### src/rtl/fxp8s_pe_array_n.sv
// N x N fxp8s matrix-multiply PE array: loads A and B, accumulates C = A*B, streams C row-major.
// Optional macro FXP8S_PE_ARRAY_SAT_EN saturates output magnitudes to 127 instead of wrapping mod 128.
module fxp8s_pe_array_n #(
   parameter int N     = 2,
   parameter int ACC_W = 16
)(
   input  logic       clk,
   input  logic       rstn,
   input  logic       en_in_data,
   output logic       rdy_in_data,
   input  logic       in_mat,
   input  logic       in_new_row,
   input  logic       in_mat_done,
   input  logic [7:0] in_data,
   output logic       en_out_data,
   input  logic       rdy_out_data,
   output logic       out_mat,
   output logic       out_new_row,
   output logic [7:0] out_data
);
   localparam int CW = $clog2(N);
   localparam logic [CW-1:0] LAST = CW'(N - 1);

   typedef enum logic [1:0] {S_LOAD, S_COMPUTE, S_DRAIN} state_t;

   state_t                   state;
   logic                     ready_q;
   logic [7:0]               mem     [2][N][N];
   logic [CW-1:0]            row     [2];
   logic [CW-1:0]            col     [2];
   logic [1:0]               full, pad;
   logic [1:0]               wr, data_wr;
   logic [CW-1:0]            k_cnt, dr_row, dr_col, dr_nrow, dr_ncol;
   logic signed [ACC_W-1:0]  acc     [N][N];
   logic signed [ACC_W-1:0]  acc_nxt [N][N];
   logic                     load_act, nr_pad;

   function automatic logic signed [ACC_W-1:0] fxp_mul(input logic [7:0] a, input logic [7:0] b);
      logic [13:0]             prod;
      logic signed [ACC_W-1:0] mag;
      prod = 14'(a[6:0]) * 14'(b[6:0]);
      mag  = ACC_W'(prod >> 3);
      return (a[7] ^ b[7]) ? -mag : mag;
   endfunction

   function automatic logic [7:0] to_fxp8s(input logic signed [ACC_W-1:0] v);
      logic       neg;
      logic [6:0] m7;
`ifdef FXP8S_PE_ARRAY_SAT_EN
      logic [ACC_W-1:0] mag;
`endif
      neg = v[ACC_W-1];
`ifdef FXP8S_PE_ARRAY_SAT_EN
      mag = neg ? ACC_W'(-v) : ACC_W'(v);
      m7  = (mag > ACC_W'(127)) ? 7'h7F : mag[6:0];
`else
      m7  = neg ? 7'(-v) : v[6:0];
`endif
      return (m7 == '0) ? 8'h00 : {neg, m7};
   endfunction

   // Each matrix writes at most one element per cycle: a data beat, or a zero from row/matrix padding.
   always_comb begin
      load_act    = (state == S_LOAD) && ready_q;
      nr_pad      = in_new_row && (col[in_mat] != '0);
      rdy_in_data = load_act && !full[in_mat] && !pad[in_mat] && !in_mat_done && !nr_pad;
      data_wr     = '0;
      wr          = '0;
      for (int unsigned m = 0; m < 2; m++) begin
         data_wr[m] = en_in_data && rdy_in_data && (in_mat == 1'(m));
         wr[m]      = data_wr[m] ||
                      (load_act && !full[m] &&
                       (pad[m] || (en_in_data && (in_mat == 1'(m)) && (in_mat_done || nr_pad))));
      end
   end

   always_comb begin
      if (dr_col == LAST) begin
         dr_nrow = dr_row + 1'b1;
         dr_ncol = '0;
      end else begin
         dr_nrow = dr_row;
         dr_ncol = dr_col + 1'b1;
      end
   end

   always_comb begin
      for (int unsigned i = 0; i < N; i++)
         for (int unsigned j = 0; j < N; j++)
            acc_nxt[i][j] = acc[i][j] + fxp_mul(mem[0][i][k_cnt], mem[1][k_cnt][j]);
   end

   always_ff @(posedge clk or negedge rstn) begin
      if (!rstn) begin
         state       <= S_LOAD;
         ready_q     <= 1'b0;
         full        <= '0;
         pad         <= '0;
         k_cnt       <= '0;
         dr_row      <= '0;
         dr_col      <= '0;
         en_out_data <= 1'b0;
         out_mat     <= 1'b0;
         out_new_row <= 1'b0;
         out_data    <= '0;
         for (int unsigned m = 0; m < 2; m++) begin
            row[m] <= '0;
            col[m] <= '0;
            for (int unsigned i = 0; i < N; i++)
               for (int unsigned j = 0; j < N; j++)
                  mem[m][i][j] <= '0;
         end
         for (int unsigned i = 0; i < N; i++)
            for (int unsigned j = 0; j < N; j++)
               acc[i][j] <= '0;
      end else begin
         ready_q <= 1'b1;
         case (state)
            S_LOAD: begin
               for (int unsigned m = 0; m < 2; m++) begin
                  if (en_in_data && in_mat_done && (in_mat == 1'(m)) && load_act && !full[m])
                     pad[m] <= 1'b1;
                  if (wr[m]) begin
                     mem[m][row[m]][col[m]] <= data_wr[m] ? in_data : 8'h00;
                     if (col[m] == LAST) begin
                        col[m] <= '0;
                        if (row[m] == LAST) begin
                           full[m] <= 1'b1;
                           pad[m]  <= 1'b0;
                        end else begin
                           row[m] <= row[m] + 1'b1;
                        end
                     end else begin
                        col[m] <= col[m] + 1'b1;
                     end
                  end
               end
               if (full == 2'b11) begin
                  state <= S_COMPUTE;
                  k_cnt <= '0;
                  for (int unsigned i = 0; i < N; i++)
                     for (int unsigned j = 0; j < N; j++)
                        acc[i][j] <= '0;
               end
            end
            S_COMPUTE: begin
               for (int unsigned i = 0; i < N; i++)
                  for (int unsigned j = 0; j < N; j++)
                     acc[i][j] <= acc_nxt[i][j];
               if (k_cnt == LAST) begin
                  // C[0][0] is taken from the final sum so it is registered as DRAIN begins
                  state       <= S_DRAIN;
                  dr_row      <= '0;
                  dr_col      <= '0;
                  en_out_data <= 1'b1;
                  out_new_row <= 1'b1;
                  out_mat     <= 1'b0;
                  out_data    <= to_fxp8s(acc_nxt[0][0]);
               end else begin
                  k_cnt <= k_cnt + 1'b1;
               end
            end
            S_DRAIN: begin
               if (rdy_out_data) begin
                  if (dr_row == LAST && dr_col == LAST) begin
                     state       <= S_LOAD;
                     en_out_data <= 1'b0;
                     out_mat     <= 1'b0;
                     out_new_row <= 1'b0;
                     out_data    <= '0;
                     full        <= '0;
                     pad         <= '0;
                     for (int unsigned m = 0; m < 2; m++) begin
                        row[m] <= '0;
                        col[m] <= '0;
                        for (int unsigned i = 0; i < N; i++)
                           for (int unsigned j = 0; j < N; j++)
                              mem[m][i][j] <= '0;
                     end
                  end else begin
                     dr_row      <= dr_nrow;
                     dr_col      <= dr_ncol;
                     out_new_row <= (dr_ncol == '0);
                     out_mat     <= (dr_nrow == LAST) && (dr_ncol == LAST);
                     out_data    <= to_fxp8s(acc[dr_nrow][dr_ncol]);
                  end
               end
            end
            default: state <= S_LOAD;
         endcase
      end
   end
endmodule

### config.mk
export PLATFORM = sky130hd
export DESIGN_NAME = fxp8s_pe_array_n
export DESIGN_NICKNAME = d
export VERILOG_FILES = /design/src/rtl/fxp8s_pe_array_n.sv
export SDC_FILE = /design/constraint.sdc
export NUM_CORES = 1
export LEC_CHECK = 0
export CORE_MARGIN = 10
export CORE_UTILIZATION = 60
export DETAILED_ROUTE_END_ITERATION = 16
export HOLD_SLACK_MARGIN = 0.03
export PLACE_DENSITY = 0.77
export SLEW_MARGIN = 20
export SYNTH_ARGS = -nofsm -noshare
export SYNTH_HDL_FRONTEND = slang
export SYNTH_SLANG_ARGS = --single-unit
### constraint.sdc
create_clock -name clk -period 23.2 [get_ports clk]
set_input_delay 4.64 -clock clk [delete_from_list [all_inputs] [get_ports clk]]
set_output_delay 4.64 -clock clk [all_outputs]
set_load 0.02 [all_outputs]
==> flow_metrics.tcl, run 1 <==
set metrics [dict create \
    end_kind "output pin" \
    drive_gt1_share_pct 5.90 \
    cts_sinks 153 \
    powerDensity_mw_per_mm2 53.0 \
    drc 0 \
    post_cts_buffers 0 \
    finalSetupViolCount 0 \
    cts_max_level 4 \
    antenna_left 0 \
    critPathMaxStageDelay_ns 0.76 \
    dieArea_sq_mm 0.0348 \
    clk_pin_slew_worst_paths_ns 0.08 \
    portBuffers 26 \
    hp-start "acc[40]$_DFFE_PN0P_" \
    rsz0062_at_grt "no" \
    overflow 0 \
    async_flop_share_pct 100 \
    muxShareOfSynthArea_pct 4.79 \
    vias_per_cell 6.21 \
    cap_viol_max_count 0 \
    r2r_end "out_data[1]$_DFFE_PN0P_" \
    hold_violations 0 \
    cts_buffers 17 \
    synthCells 1888 \
    tns_ns 0 \
    cp-start-kind "primary input" \
    rows 60 \
    r2r_start "k_cnt$_DFFE_PN0P_" \
    synth_top_family_by_area "adder cells" \
    insertion_delay_ns 0.46 \
    path_class "in -> out" \
    synth_compound_area_share_pct 18.8 \
    grt_pass1_wl_um 72900 \
    yosysWarnings 0 \
    layout.cells.non_filler 2287 \
    routed_wirelength_um 44300 \
    track_usage_pct 25.2 \
    synth_edf_count 0 \
    syn_nets 2192 \
    cts.path.max_buffers 2 \
    synthDistinctLibCells 82 \
    grt_max_degree 89 \
    setup_ws_ns 11.45 \
    io_pins 27 \
    crit_chain "clkdlybuf4s50_1 -> mux2_2 -> a2111oi_0 -> clkdlybuf4s50_1" \
    synth_area_per_cell_sq_um 8.83 \
    ys_seq_area_share_pct 23.0 \
    cts_root_buffer "clkbuf_16" \
    slew_viol_final 0 \
    core_area_sq_mm 0.0272 \
    netlist.area_leader.share_pct 23.0 \
    synth-adder-area-share_pct 26.2 \
    r2r_setup_slack_ns 14.22 \
    final.period_utilization_pct 50.6 \
    whs_ns 0.487 \
    leakagePower_nw 8.81 \
    yosysTopAreaCell "dfrtp_1" \
    hold-path-endpoint "acc[40]$_DFFE_PN0P_" \
    slew_headroom_pct 30.4 \
    ir_drop_mv 0.0487 \
    crit_top_cell "clkdlybuf4s50_1" \
    antenna_found_initial 0 \
    status "completed" \
    place_hpwl_um 34100 \
    fin_util_pct 66.0 \
    fillers 2256 \
    wl_per_cell_um 19.4 \
    synth-xor-area-share_pct 6.46 \
    final_nets 2206 \
    reg2regPathDepth 32 \
    ys_seq_elements 153 \
    die_width_um 187 \
    ctsResizeCount 0 \
    layout_min_cycle_time_ns 11.75 \
    arrival_ns 7.11 \
    drt_iter0_drc 1354 \
    die_h_um 187 \
    worst_slew_pin_slew_ns 1.02 \
    critPathRequiredTime_ns 18.56 \
    place.gp.congestion 0.951 \
    slowest_stage "clkdlybuf4s50_1" \
    place_ws_ns 11.48 \
    synth_flop_cell "dfrtp_1" \
    fmax_mhz 85.1 \
    grt_pass1_vias 14300 \
    synthTopCellsByArea "dfrtp_1 23%, ha_1 14%, fa_1 12%, nand2_1 5.1%, a22o_1 4.2%" \
    ctsHoldBuffers 0 \
    areaGrowthSynthToFinish_pct 7.71 \
    first_pass_iters 5 \
    antenna_cells 0 \
    holdCritPathClass "reg -> reg" \
    cts_tree "done" \
    placed_cells 2255 \
    via_count 14205 \
    netlist_area_sq_mm 0.0167 \
    start_util_pct 61.3 \
    synthSimpleGateAreaFrac_pct 15.6 \
    clock-skew-final_ns 0.0211 \
    min_path_cells 2 \
    cp_max_fo 7 \
]
registers in the layout, summed over array words and instances (netlist names):
| signal | cells |
|---|---|
| acc | 64 |
| mem | 64 |
| out_data | 8 |
| col | 2 |
| full | 2 |
| pad | 2 |
| row | 2 |
| state | 2 |
| dr_col | 1 |
| dr_row | 1 |
| en_out_data | 1 |
| k_cnt | 1 |
| out_mat | 1 |
| out_new_row | 1 |
| ready_q | 1 |
cell type report:
type | instances | area [sq um] | share of cell area [%]
tap | 372 | 465 | 2.59
clock inverter | 15 | 179 | 0.997
multi-input combinational | 1509 | 12000 | 66.8
sequential | 153 | 3830 | 21.4
inverter | 179 | 672 | 3.74
clock buffer | 17 | 425 | 2.37
timing repair buffer | 42 | 382 | 2.13
placed cells by master, fill, tap and decap left out, types with 25 or more instances in the layout:
| master | count |
|---|---|
| a21oi_1 | 70 |
| a22o_1 | 80 |
| clkdlybuf4s50_1 | 25 |
| dfrtp_1 | 152 |
| fa_1 | 100 |
| ha_1 | 189 |
| inv_1 | 178 |
| mux2_2 | 30 |
| mux2i_1 | 28 |
| nand2_1 | 226 |
| nand3_1 | 27 |
| nor2_1 | 181 |
| nor3_1 | 44 |
| o21ai_0 | 108 |
| xnor2_1 | 66 |
| xor2_1 | 55 |
how the worst max path moves through the flow:
stage | from | slack, ns | to | cells past startpoint
after global placement | in_mat | 11.40 | rdy_in_data | 4
after global routing | in_mat | 11.31 | rdy_in_data | 4
after floorplan | in_mat | 12.25 | rdy_in_data | 2
after CTS | in_mat | 11.45 | rdy_in_data | 4
after detailed placement | in_mat | 11.48 | rdy_in_data | 4
final | in_mat | 11.45 | rdy_in_data | 4
kinds of logic (layout without fill, tap and decap cells):
family / Yosys count / count (layout)
simple gates: 586 / 586
compound gates: 445 / 445
fa+ha+maj: 289 / 289
buf+inv: 226 / 253
flops: 153 / 153
xor+xnor: 122 / 122
mux: 66 / 66
other cells: 1 / 1
cell usage after synthesis (29+ instances only):
master	number
ha_1	189
fa_1	100
nor3_1	45
xor2_1	55
mux2_2	30
a21oi_1	70
a22o_1	80
inv_1	178
xnor2_1	66
clkbuf_1	29
nand2_1	226
o21ai_0	108
dfrtp_1	153
nor2_1	181
report_power, final:
| part | switching (W) | internal, W | total (W) | leakage, nW |
|---|---|---|---|---|
| clock | 0.000140 | 0.000155 | 0.000296 | 0.299 |
| sequential | 0.0000547 | 0.000298 | 0.000353 | 2.10 |
| combinational | 0.000196 | 0.000108 | 0.000303 | 6.41 |
| total | 0.000390 | 0.000561 | 0.000952 | 8.81 |
critical path, delay by kind of cell:
family	cells	cell delay (ns)
buffers and inverters	2	1.36
AO/OA/AOI/OAI	1	0.74
multiplexers	1	0.37
routing by layer:
layer	global-route usage, %	routed length, um	vias up	part of all wire (%)
li1	-	-	6647	-
met2	41.9	21100	496	48
met3	4.17	2890	89	6.5
met5	0	0	-	0
met4	8.72	1290	0	2.9
met1	32.4	19000	6973	43
stage by stage:
stage | instance area, sq um | power [W]
6_report | 17900 | 0.000952
3_3_place_gp | 17300 | 0.000643
3_5_place_dp | 17300 | 0.000652
2_1_floorplan | 16700 | 0.000555
5_1_grt | 17900 | 0.000991
4_1_cts | 17900 | 0.000945
Note: power is estimated with default switching activity, not from simulation.
==> run 2: changes to the inputs <==
--- a/config.mk
+++ b/config.mk
@@ -6,10 +6,10 @@
 export NUM_CORES = 1
 export LEC_CHECK = 0
 export CORE_MARGIN = 10
-export CORE_UTILIZATION = 60
+export CORE_UTILIZATION = 59
 export DETAILED_ROUTE_END_ITERATION = 16
 export HOLD_SLACK_MARGIN = 0.03
-export PLACE_DENSITY = 0.77
+export PLACE_DENSITY = 0.79
 export SLEW_MARGIN = 20
 export SYNTH_ARGS = -nofsm -noshare
 export SYNTH_HDL_FRONTEND = slang
==> constraint.sdc (replaced) <==
create_clock -name clk -period 10.58 [get_ports clk]
set_input_delay 2.116 -clock clk [delete_from_list [all_inputs] [get_ports clk]]
set_output_delay 2.116 -clock clk [all_outputs]
set_load 0.02 [all_outputs]
==> run 2 against run 1 <==
Register-to-register slack got worse by 13 ns. Via count is 0.18% higher. Die area increased by 1.5%. Utilization is 1.6 points lower. Clock skew rose by 0.00081 ns. Clock power up 120%. Clock-buffer cell count grew 1. Critical path type is now reg -> reg. Design area about the same. Critical endpoint is now out_data[1]$_DFFE_PN0P_.
==> flow_metrics.tcl, run 2 (synthesis results as in run 1) <==
set metrics [dict create \
    worst_slew_pin_slew_ns 1.09 \
    r2r_end "out_data[1]$_DFFE_PN0P_" \
    design_area_sq_mm 0.0180 \
    critPathMaxStageDelay_ns 0.88 \
    vias_per_cell 6.21 \
    die_width_um 188 \
    drive_gt1_share_pct 5.75 \
    grt_pass1_wl_um 73400 \
    antenna_found_initial 0 \
    path_class "reg -> reg" \
    cts_tree "done" \
    powerDensity_mw_per_mm2 117 \
    cap_viol_max_count 0 \
    place_ws_ns 1.79 \
    regArea_sq_mm 0.00383 \
    setup_ws_ns 1.70 \
    die_h_um 188 \
    r2r_start "k_cnt$_DFFE_PN0P_" \
    slowest_stage "dfrtp_2" \
    rsz0062_at_grt "no" \
    layout.cells.non_filler 2290 \
    via_count 14231 \
    io_pins 27 \
    clk_pin_slew_worst_paths_ns 0.07 \
    overflow 0 \
    routed_wirelength_um 44800 \
    first_pass_iters 9 \
    placed_cells 2258 \
    cts.path.max_buffers 2 \
    hold-path-endpoint "acc[28]$_DFFE_PN0P_" \
    cts_buffers 17 \
    drc 0 \
    arrival_ns 9.18 \
    r2r_setup_slack_ns 1.70 \
    slew_viol_final 0 \
    end_kind "flip-flop" \
    postPlaceCellArea_sq_mm 0.0173 \
    final.period_utilization_pct 83.9 \
    min_path_cells 2 \
    leakagePower_nw 8.80 \
    antenna_left 0 \
    place.gp.congestion 0.970 \
    grt_pass1_vias 14024 \
    antenna_cells 0 \
    multi_input_comb_area_sq_mm 0.0120 \
    wl_per_cell_um 19.6 \
    cts_sinks 153 \
    ctsHoldBuffers 0 \
    clock-skew-final_ns 0.0219 \
    tns_ns 0 \
    layout_min_cycle_time_ns 8.88 \
    ctsResizeCount 0 \
    cp-start-kind "flip-flop" \
    cts_root_buffer "clkbuf_16" \
    insertion_delay_ns 0.47 \
    hold_violations 0 \
    critPathRequiredTime_ns 10.89 \
    final_common_cell "nand2_1" \
    status "completed" \
    portBuffers 26 \
    final_cell_mix "226 x nand2_1, 189 x ha_1, 181 x nor2_1, 178 x inv_1, 152 x dfrtp_1" \
    track_usage_pct 25.5 \
    rows 61 \
    start_util_pct 59.8 \
    areaGrowthSynthToFinish_pct 7.74 \
    slew_headroom_pct 26.9 \
    cts_max_level 4 \
    reg2regPathDepth 32 \
    post_cts_buffers 0 \
    finalSetupViolCount 0 \
    grt_max_degree 82 \
    cp_max_fo 38 \
    core_area_sq_mm 0.0279 \
    drt_iter0_drc 1018 \
    place_hpwl_um 34500 \
    fillers 2315 \
    holdCritPathClass "reg -> reg" \
    dieArea_sq_mm 0.0354 \
    ir_drop_mv 0.101 \
    top_regs "acc (64), mem (64), out_data (8)" \
    hp-start "acc[28]$_DFFE_PN0P_" \
    final_nets 2203 \
    fmax_mhz 113 \
]
[run 2: how the worst max path moves through the flow]
stage	startpoint	endpoint	slack [ns]
after global placement	k_cnt$_DFFE_PN0P_	out_data[7]$_DFFE_PN0P_	2.05
after global routing	k_cnt$_DFFE_PN0P_	out_data[1]$_DFFE_PN0P_	1.06
final	k_cnt$_DFFE_PN0P_	out_data[1]$_DFFE_PN0P_	1.70
after CTS	k_cnt$_DFFE_PN0P_	out_data[1]$_DFFE_PN0P_	1.73
after detailed placement	k_cnt$_DFFE_PN0P_	out_data[1]$_DFFE_PN0P_	1.79
after floorplan	k_cnt$_DFFE_PN0P_	out_data[1]$_DFFE_PN0P_	2.09
[run 2: critical path, delay by kind of cell (launching register included)]
kind | cells | cell delay [ns]
and+or+nand+nor | 8 | 1.39
muxes | 2 | 1.12
AOI/OAI and AO/OA | 9 | 1.84
DFF | 1 | 0.88
adders and majority gates | 6 | 2.70
buffers and inverters | 4 | 0.20
xor gates and xnor gates | 3 | 0.61
[run 2: layout make-up]
cell class | instances | area share [%]
clock buffers | 18 | 2.39
well taps | 378 | 2.63
multi-input cells | 1509 | 66.9
clock inverters | 14 | 1.04
inverters | 179 | 3.74
flip-flops and latches | 153 | 21.3
repair buffers | 39 | 2.00
[run 2: power by group]
group / switching, W / total, W / internal (W)
clock: 0.000285 / 0.000664 / 0.000379
sequential: 0.000121 / 0.000774 / 0.000653
combinational: 0.000432 / 0.000668 / 0.000236
total: 0.000838 / 0.00211 / 0.00127
[run 2: layer usage]
metal	routed length, um	vias to the layer above	GRT usage (%)
li1	-	6637	-
met1	19300	7058	33.4
met2	21200	463	41.6
met3	3190	73	4.95
met4	1160	0	8.28
met5	0	-	0
[run 2: through the flow]
stage	utilization, %	hold slack, ns	power [W]
floorplan	-	0.455	0.00122
global route	64.4	0.520	0.00220
CTS	64.4	0.493	0.00210
finish	64.4	0.493	0.00211
global placement	62.2	0.461	0.00142
detailed placement	62.2	0.477	0.00143
